### src/rtl/prio_encoder_rr_pkg.sv
// Shared types and helpers for the registered priority encoder.
package prio_enc_pkg;

    typedef enum logic {
        IDLE = 1'b0,
        HOLD = 1'b1
    } state_t;

    function automatic int unsigned idx_w(input int unsigned n);
        return (n < 2) ? 1 : $clog2(n);
    endfunction

endpackage

### src/rtl/prio_encoder_rr_pick.sv
// Combinational descending scan from 'start', wrapping N-1 after 0; first set bit wins.
module prio_pick
    import prio_enc_pkg::*;
#(
    parameter int unsigned N = 8,
    parameter int unsigned W = idx_w(N)
) (
    input  logic [N-1:0] req,
    input  logic [W-1:0] start,
    output logic [W-1:0] idx,
    output logic [N-1:0] onehot,
    output logic         hit
);

    always_comb begin
        int unsigned start_u;
        int unsigned k;
        logic [W-1:0] pos;
        start_u = 32'(start);
        k       = 0;
        pos     = '0;
        idx     = '0;
        hit     = |req;
        // Walk from the farthest scan position back to 'start' so the nearest hit overwrites last.
        for (int unsigned j = 0; j < N; j++) begin
            k   = N - 1 - j;
            pos = W'((start_u >= k) ? (start_u - k) : (start_u + N - k));
            if (req[pos]) begin
                idx = pos;
            end
        end
        onehot = hit ? (N'(1) << idx) : '0;
    end

endmodule

### src/rtl/prio_encoder_rr.sv
// Registered N-to-log2(N) priority encoder with valid/ready output.
// Define PRIO_ENC_RR_EN for round-robin selection; default is fixed highest-index-first.
module prio_encoder_rr
    import prio_enc_pkg::*;
#(
    parameter int unsigned N = 8,
    localparam int unsigned W = idx_w(N)
) (
    input  logic         clk,
    input  logic         rst_n,
    input  logic         en,
    input  logic [N-1:0] req,
    input  logic         out_ready,
    output logic         out_valid,
    output logic [W-1:0] out_idx,
    output logic [N-1:0] out_onehot
);

    state_t       state_q;
    logic         valid_q;
    logic [W-1:0] idx_q;
    logic [N-1:0] onehot_q;

    logic [W-1:0] start;
    logic [W-1:0] pick_idx;
    logic [N-1:0] pick_onehot;
    logic         pick_hit;
    logic         load;

    assign load = en && pick_hit && ((state_q == IDLE) || out_ready);

`ifdef PRIO_ENC_RR_EN
    logic [W-1:0] ptr_q;
    logic [W-1:0] ptr_d;

    // Granted line drops to lowest priority on the next scan.
    assign ptr_d = (pick_idx == '0) ? W'(N - 1) : (pick_idx - W'(1));
    assign start = ptr_q;

    always_ff @(posedge clk or negedge rst_n) begin
        if (!rst_n) begin
            ptr_q <= W'(N - 1);
        end else if (load) begin
            ptr_q <= ptr_d;
        end
    end
`else
    assign start = W'(N - 1);
`endif

    prio_pick #(
        .N (N),
        .W (W)
    ) u_pick (
        .req    (req),
        .start  (start),
        .idx    (pick_idx),
        .onehot (pick_onehot),
        .hit    (pick_hit)
    );

    always_ff @(posedge clk or negedge rst_n) begin
        if (!rst_n) begin
            state_q  <= IDLE;
            valid_q  <= 1'b0;
            idx_q    <= '0;
            onehot_q <= '0;
        end else begin
            case (state_q)
                IDLE: begin
                    if (en && pick_hit) begin
                        idx_q    <= pick_idx;
                        onehot_q <= pick_onehot;
                        valid_q  <= 1'b1;
                        state_q  <= HOLD;
                    end
                end
                HOLD: begin
                    if (out_ready) begin
                        if (en && pick_hit) begin
                            idx_q    <= pick_idx;
                            onehot_q <= pick_onehot;
                            valid_q  <= 1'b1;
                        end else begin
                            // Index keeps its last value; only valid and one-hot clear.
                            valid_q  <= 1'b0;
                            onehot_q <= '0;
                            state_q  <= IDLE;
                        end
                    end
                end
                default: begin
                    state_q <= IDLE;
                end
            endcase
        end
    end

    assign out_valid  = valid_q;
    assign out_idx    = idx_q;
    assign out_onehot = onehot_q;

endmodule

### config.mk
export PLATFORM = sky130hd
export DESIGN_NAME = prio_encoder_rr
export DESIGN_NICKNAME = d
export VERILOG_FILES = /design/src/rtl/prio_encoder_rr_pkg.sv /design/src/rtl/prio_encoder_rr_pick.sv /design/src/rtl/prio_encoder_rr.sv
export SDC_FILE = /design/constraint.sdc
export NUM_CORES = 1
export LEC_CHECK = 0
export ABC_CLOCK_PERIOD_IN_PS = 1540
export CORE_AREA = 2 2 39 41
export DETAILED_ROUTE_END_ITERATION = 10
export DIE_AREA = 0 0 41 43
export DONT_BUFFER_PORTS = 1
export RECOVER_POWER = 50
export SETUP_SLACK_MARGIN = 0.15
export SYNTH_ARGS = -nofsm -noshare
export SYNTH_HDL_FRONTEND = slang
export SYNTH_SLANG_ARGS = --single-unit
### constraint.sdc
create_clock -name clk -period 1.54 [get_ports clk]
set_input_delay 0.154 -clock clk [delete_from_list [all_inputs] [get_ports clk]]
set_output_delay 0.154 -clock clk [all_outputs]
set_load 0.02 [all_outputs]
# Word-level counts from Yosys, hierarchy flattened
# Cells that the tools add are included.
word_totals:
  in_bits: 12
  wordCells: 32
  reg_bits: 13
  out_inout_bits: 12
classes:
  n_eq_ne: 2
  bitwise: 1
  n_shift: 1
  mux: 21
  n_reduce_logical: 3
ops:
  columns: ["op", "n"]
  rows:
  - ["two-way mux 8 bit", 4]
  - ["two-way mux 3 bit", 6]
  - ["one-hot mux 8 bit (2 select lines)", 1]
  - ["OR reduction 8 bit", 1]
  - ["<< shifter 1 x 3 -> 8 bit (first input constant)", 1]
  - ["one-hot mux 3 bit (2 select lines)", 1]
  - ["two-way mux 1 bit", 5]
  - ["two-way mux 2 bit", 2]
  - ["inequality test 2 bit (second input constant)", 2]
  - ["one-hot mux 1 bit (2 select lines)", 2]
  - ["AND reduction 2 bit", 1]
  - ["logical AND 1 bit", 1]
  - ["inverter 1 bit", 1]

# Logic depth before layout (Yosys ltp)
logic_depth:
  ltp_word: 12
  mapped_depth: 4
  mapped_depth_nobuf: 4

# Hierarchy
# Synthesis repeated with hierarchy kept, for this count alone.
hier_totals:
  cells_unflattened: 154
  area_unflattened_um2: 1567.8
modules_own_cells:
  columns: ["module", "instances", "seq_area_each_um2", "area_per_inst_um2", "cells_per_inst"]
  rows:
  - ["prio_pick", 1, 0.0, 938.4, 102]
  - ["prio_encoder_rr", 1, 325.3, 629.4, 52]

# Least setup slack after synthesis
# OpenSTA, ideal clock, no wires.
synth_timing:
  path_kind: "register -> register"
  startpoint: "register state_q"
  endpoint: "register idx_q[0], in the netlist out_idx[0]"
  arrival_ns: 1.049
  slack_ns: 0.363
  setup_time_ns: 0.128
  path_buffers: 0
  stages_incl_launch_ff: 5
  synth_period_minus_slack_ns: 1.177
  t_required_ns: 1.412
  path_cell_list: "dfrtp_1 > nand2b_1 > and2_1 > nand2_1 > mux2_1"
synth_between:
  elab_chain_len: 2
  elab_cells_between_ends: 3
  classes_between: "1 x eq/ne; 1 x mux; 1 x bitwise"
synth_rtl:
  columns: ["item", "line_no", "text"]
  rows:
  - ["start, declared", "prio_encoder_rr.sv:19", "state_t state_q;"]
  - ["start signal, assigned", "prio_encoder_rr.sv:64", "state_q <= IDLE;"]
  - ["start signal, assigned", "prio_encoder_rr.sv:75", "state_q <= HOLD;"]
  - ["start signal, assigned", "prio_encoder_rr.sv:88", "state_q <= IDLE;"]
  - ["inverter 1 bit", null, null]
  - ["one-hot mux 3 bit (2 select lines)", "prio_encoder_rr.sv:69", "case (state_q)"]
  - ["end signal, assigned", "prio_encoder_rr.sv:72", "idx_q <= pick_idx;"]
  - ["end signal, assigned", "prio_encoder_rr.sv:81", "idx_q <= pick_idx;"]
  - ["end, declared", "prio_encoder_rr.sv:21", "logic [W-1:0] idx_q;"]
# Parallel ways exist; a longest one is shown, timed or not.
# A chain may end at the register's enable or synchronous reset.

# Worst setup path after layout
# Same ends and word-level chain as after synthesis.

==> flow_summary.ini <==
[outcome]
outcome = finished, final reports clean

[placed_design]
port-buffer-count = 0
postPlaceCellArea_um2 = 638
gp_congestion = 0.724
hpwlAfterDp_um = 909

[global_routing]
grt_max_degree = 14
grt_antenna_before_repair = 0
track_usage_pct = 16.8
first_global_vias = 454
grt.overflow.total = 0
global_route_wire_length_before_repair_um = 1970

[die]
rows = 14
core-area_um2 = 1380
initial_util_pct = 44.7
vertical_extent_of_the_die_um = 43
die-area_um2 = 1760
floorplan.io_pins = 24
die_w_um = 41

[sta]
finalHoldViolations = 0
timing_max_transition_violations_final = 0
tightest_slew_ns = 0.596
finalCriticalPeriod_ns = 1.28
slew-limit-headroom_pct = 59.9
fin_crit_sh_pct = 83.0
max_clock_freq_ghz = 0.783
final-setup-viol-count = 0
grt_setup_unrepaired = no
fin_setup_tns_ns = 0
fin_worst_skew_ns = 0.00227

[power_and_ir_drop]
power.switching_mw = 0.203
cellPowerDensity_nw_per_um2 = 1000
share_comb_of_total_power_pct = 11.3
intPower_mw = 0.505
static-leakage-power_nw = 0.303
power.share.sequential_pct = 58.3
power.clock.fraction_pct = 30.4
power.ir.vdd_worst_mv = 0.437
netSwitchingFraction_pct = 28.7

[worst_setup_path]
arrival_ns = 1.44
timing.reg2reg.setup_slack_ns = 0.26
endpoint_kind = register
path_max_fanout = 5
worst-setup-path-type = reg -> reg
timing.critical_path.required_ns = 1.70
worstSetupStartpointType = register

[finish]
finish.net_count = 74
antenna-diode-count = 0
final_cell_mix = 13 x dfrtp_1, 7 x nand2_1, 6 x a22o_1
fraction_of_final_layout_cells_with_drive_strength_greater_than_1_pct = 13.1
post-route-cell-area_um2 = 706
post-route-util_pct = 51.0
synth_to_layout_area_growth_pct = 14.2
most_frequent_standard_cell_in_the_layout_excluding_fill_and_tap_cells = dfrtp_1

[logic_synthesis]
synth_seq_cells = 13
synth-seq-area-share_pct = 52.6
post_synth_instance_area_um2 = 618
ys_warnings = 0
post_synth.cell_area_avg_um2 = 11.7
synth.lib_cells_used.distinct = 22
synth.net_count = 65
post_synth_inst_count = 53

[clock_network]
cts_sinks = 13
cts_made_buffers = 3
worst_setup_hold_path_clk_slew_ns = 0.08
clock_insertion_delay_at_the_later_pin_of_the_skew_report_ns = 0.27
clock_tree.buffer_depth = 2
ctsHtreeMaxLevel = 1
buffer_count_from_post_cts_setup_fixing = 0
cts_tree = done
cts_root_buffer = clkbuf_4

[drt]
wire_per_inst_um = 16.4
postRouteWirelength_um = 1260
drt_first_iter_violations = 5
route.vias.total = 458
antenna_left = 0
vias_per_cell = 5.95
drt-pass1-iter-count = 4
drc_errors = 0

[job]
cap_viol_max_count = 0

[worst_hold_path]
timing.hold.worst.class = in -> reg
==> logic make-up (layout without fill, tap and decap cells) <==
kind of cell | after synthesis | after routing | synth area share [%]
flops | 13 | 13 | 52.6
mux | 2 | 2 | 3.64
simple gates | 22 | 22 | 22.3
compound gates | 15 | 15 | 20.8
buf+inv | 1 | 9 | 0.607
==> per-layer routing <==
metal / track usage (%) / routed length, µm
met5: 0 / 0
met4: 8.00 / 17
met3: 6.81 / 97
met2: 24.1 / 586
met1: 21.3 / 560
==> power by group through the flow <==
stage | sequential, mW | clock [mW] | combinational [mW]
final | 0.413 | 0.215 | 0.0802
after global routing | 0.418 | 0.236 | 0.0903
after CTS | 0.414 | 0.220 | 0.0774
after detailed placement | 0.421 | 0 | 0.0660
after global placement | 0.420 | 0 | 0.0657
after floorplan | 0.416 | 0 | 0.0547
==> stage by stage <==
step | instances | total power, mW | hold slack [ns] | setup slack (ns)
5_1_grt | 77 | 0.744 | 0.0855 | 0.194
6_report | 77 | 0.708 | 0.0745 | 0.262
3_5_place_dp | 69 | 0.487 | -0.141 | 0.200
4_1_cts | 75 | 0.711 | 0.00261 | 0.187
2_1_floorplan | 53 | 0.470 | -0.142 | 0.363
3_3_place_gp | 69 | 0.486 | -0.141 | 0.221
==> critical path: stages, from the launching register on <==
cell and delay [ns]:
dfrtp_1 0.37, nand2b_1 0.09, and2_2 0.24, nand2_1 0.13, mux2_1 0.33
==> sequential cells by signal, indices dropped and copies added, names as in the netlist <==
signal,cells
out_valid,1
out_onehot,8
state_q,1
out_idx,3
==> Yosys cell counts (all sizes together) <==
| cell | count | area [µm²] |
|---|---|---|
| a22o | 6 | 52.6 |
| o31a | 1 | 8.76 |
| a32o | 1 | 10.0 |
| nor4 | 2 | 33.8 |
| a21oi | 1 | 5.00 |
| inv | 1 | 3.75 |
| nor2 | 4 | 15.0 |
| o31ai | 2 | 15.0 |
| dfrtp | 13 | 325 |
| o21ai | 2 | 10.0 |
| nand3b | 1 | 7.51 |
| nand2b | 1 | 6.26 |
| nor2b | 3 | 18.8 |
| and2 | 1 | 6.26 |
| and4b | 1 | 10.0 |
| nand2 | 8 | 32.5 |
| a21boi | 1 | 18.8 |
| o2bb2ai | 1 | 8.76 |
| mux2 | 2 | 22.5 |
| nor3b | 1 | 7.51 |
==> path summary, 6_finish.rpt <==
| check | from | endpoint | depth (start not counted) |
|---|---|---|---|
| worst max-delay path | state_q | out_idx[0] | 4 |
| worst min-delay path | req[7] | out_onehot[2] | 3 |
| worst max register to register | state_q | out_idx[0] | 4 |
| worst min register to register | state_q | state_q | 2 |
| max in group asynchronous | rst_n | out_idx[0] | 1 |
| min in group asynchronous | rst_n | out_onehot[1] | 1 |
==> final cells by class <==
cell class | instances | area [µm²]
Multi-Input combinational cell | 39 | 290
Tap cell | 16 | 20.0
Inverter | 1 | 3.75
Fill cell | 131 | 678
Clock buffer | 4 | 26.3
Timing Repair Buffer | 4 | 40.0
Sequential cell | 13 | 325
==> timing repair <==
item	4_1_cts	5_1_grt
hold endpoints to repair	14	2
hold buffers	2	2
gates resized for setup	0	1
endpoints found under the setup margin	0	2
Note: power is estimated with default switching activity, not from simulation.
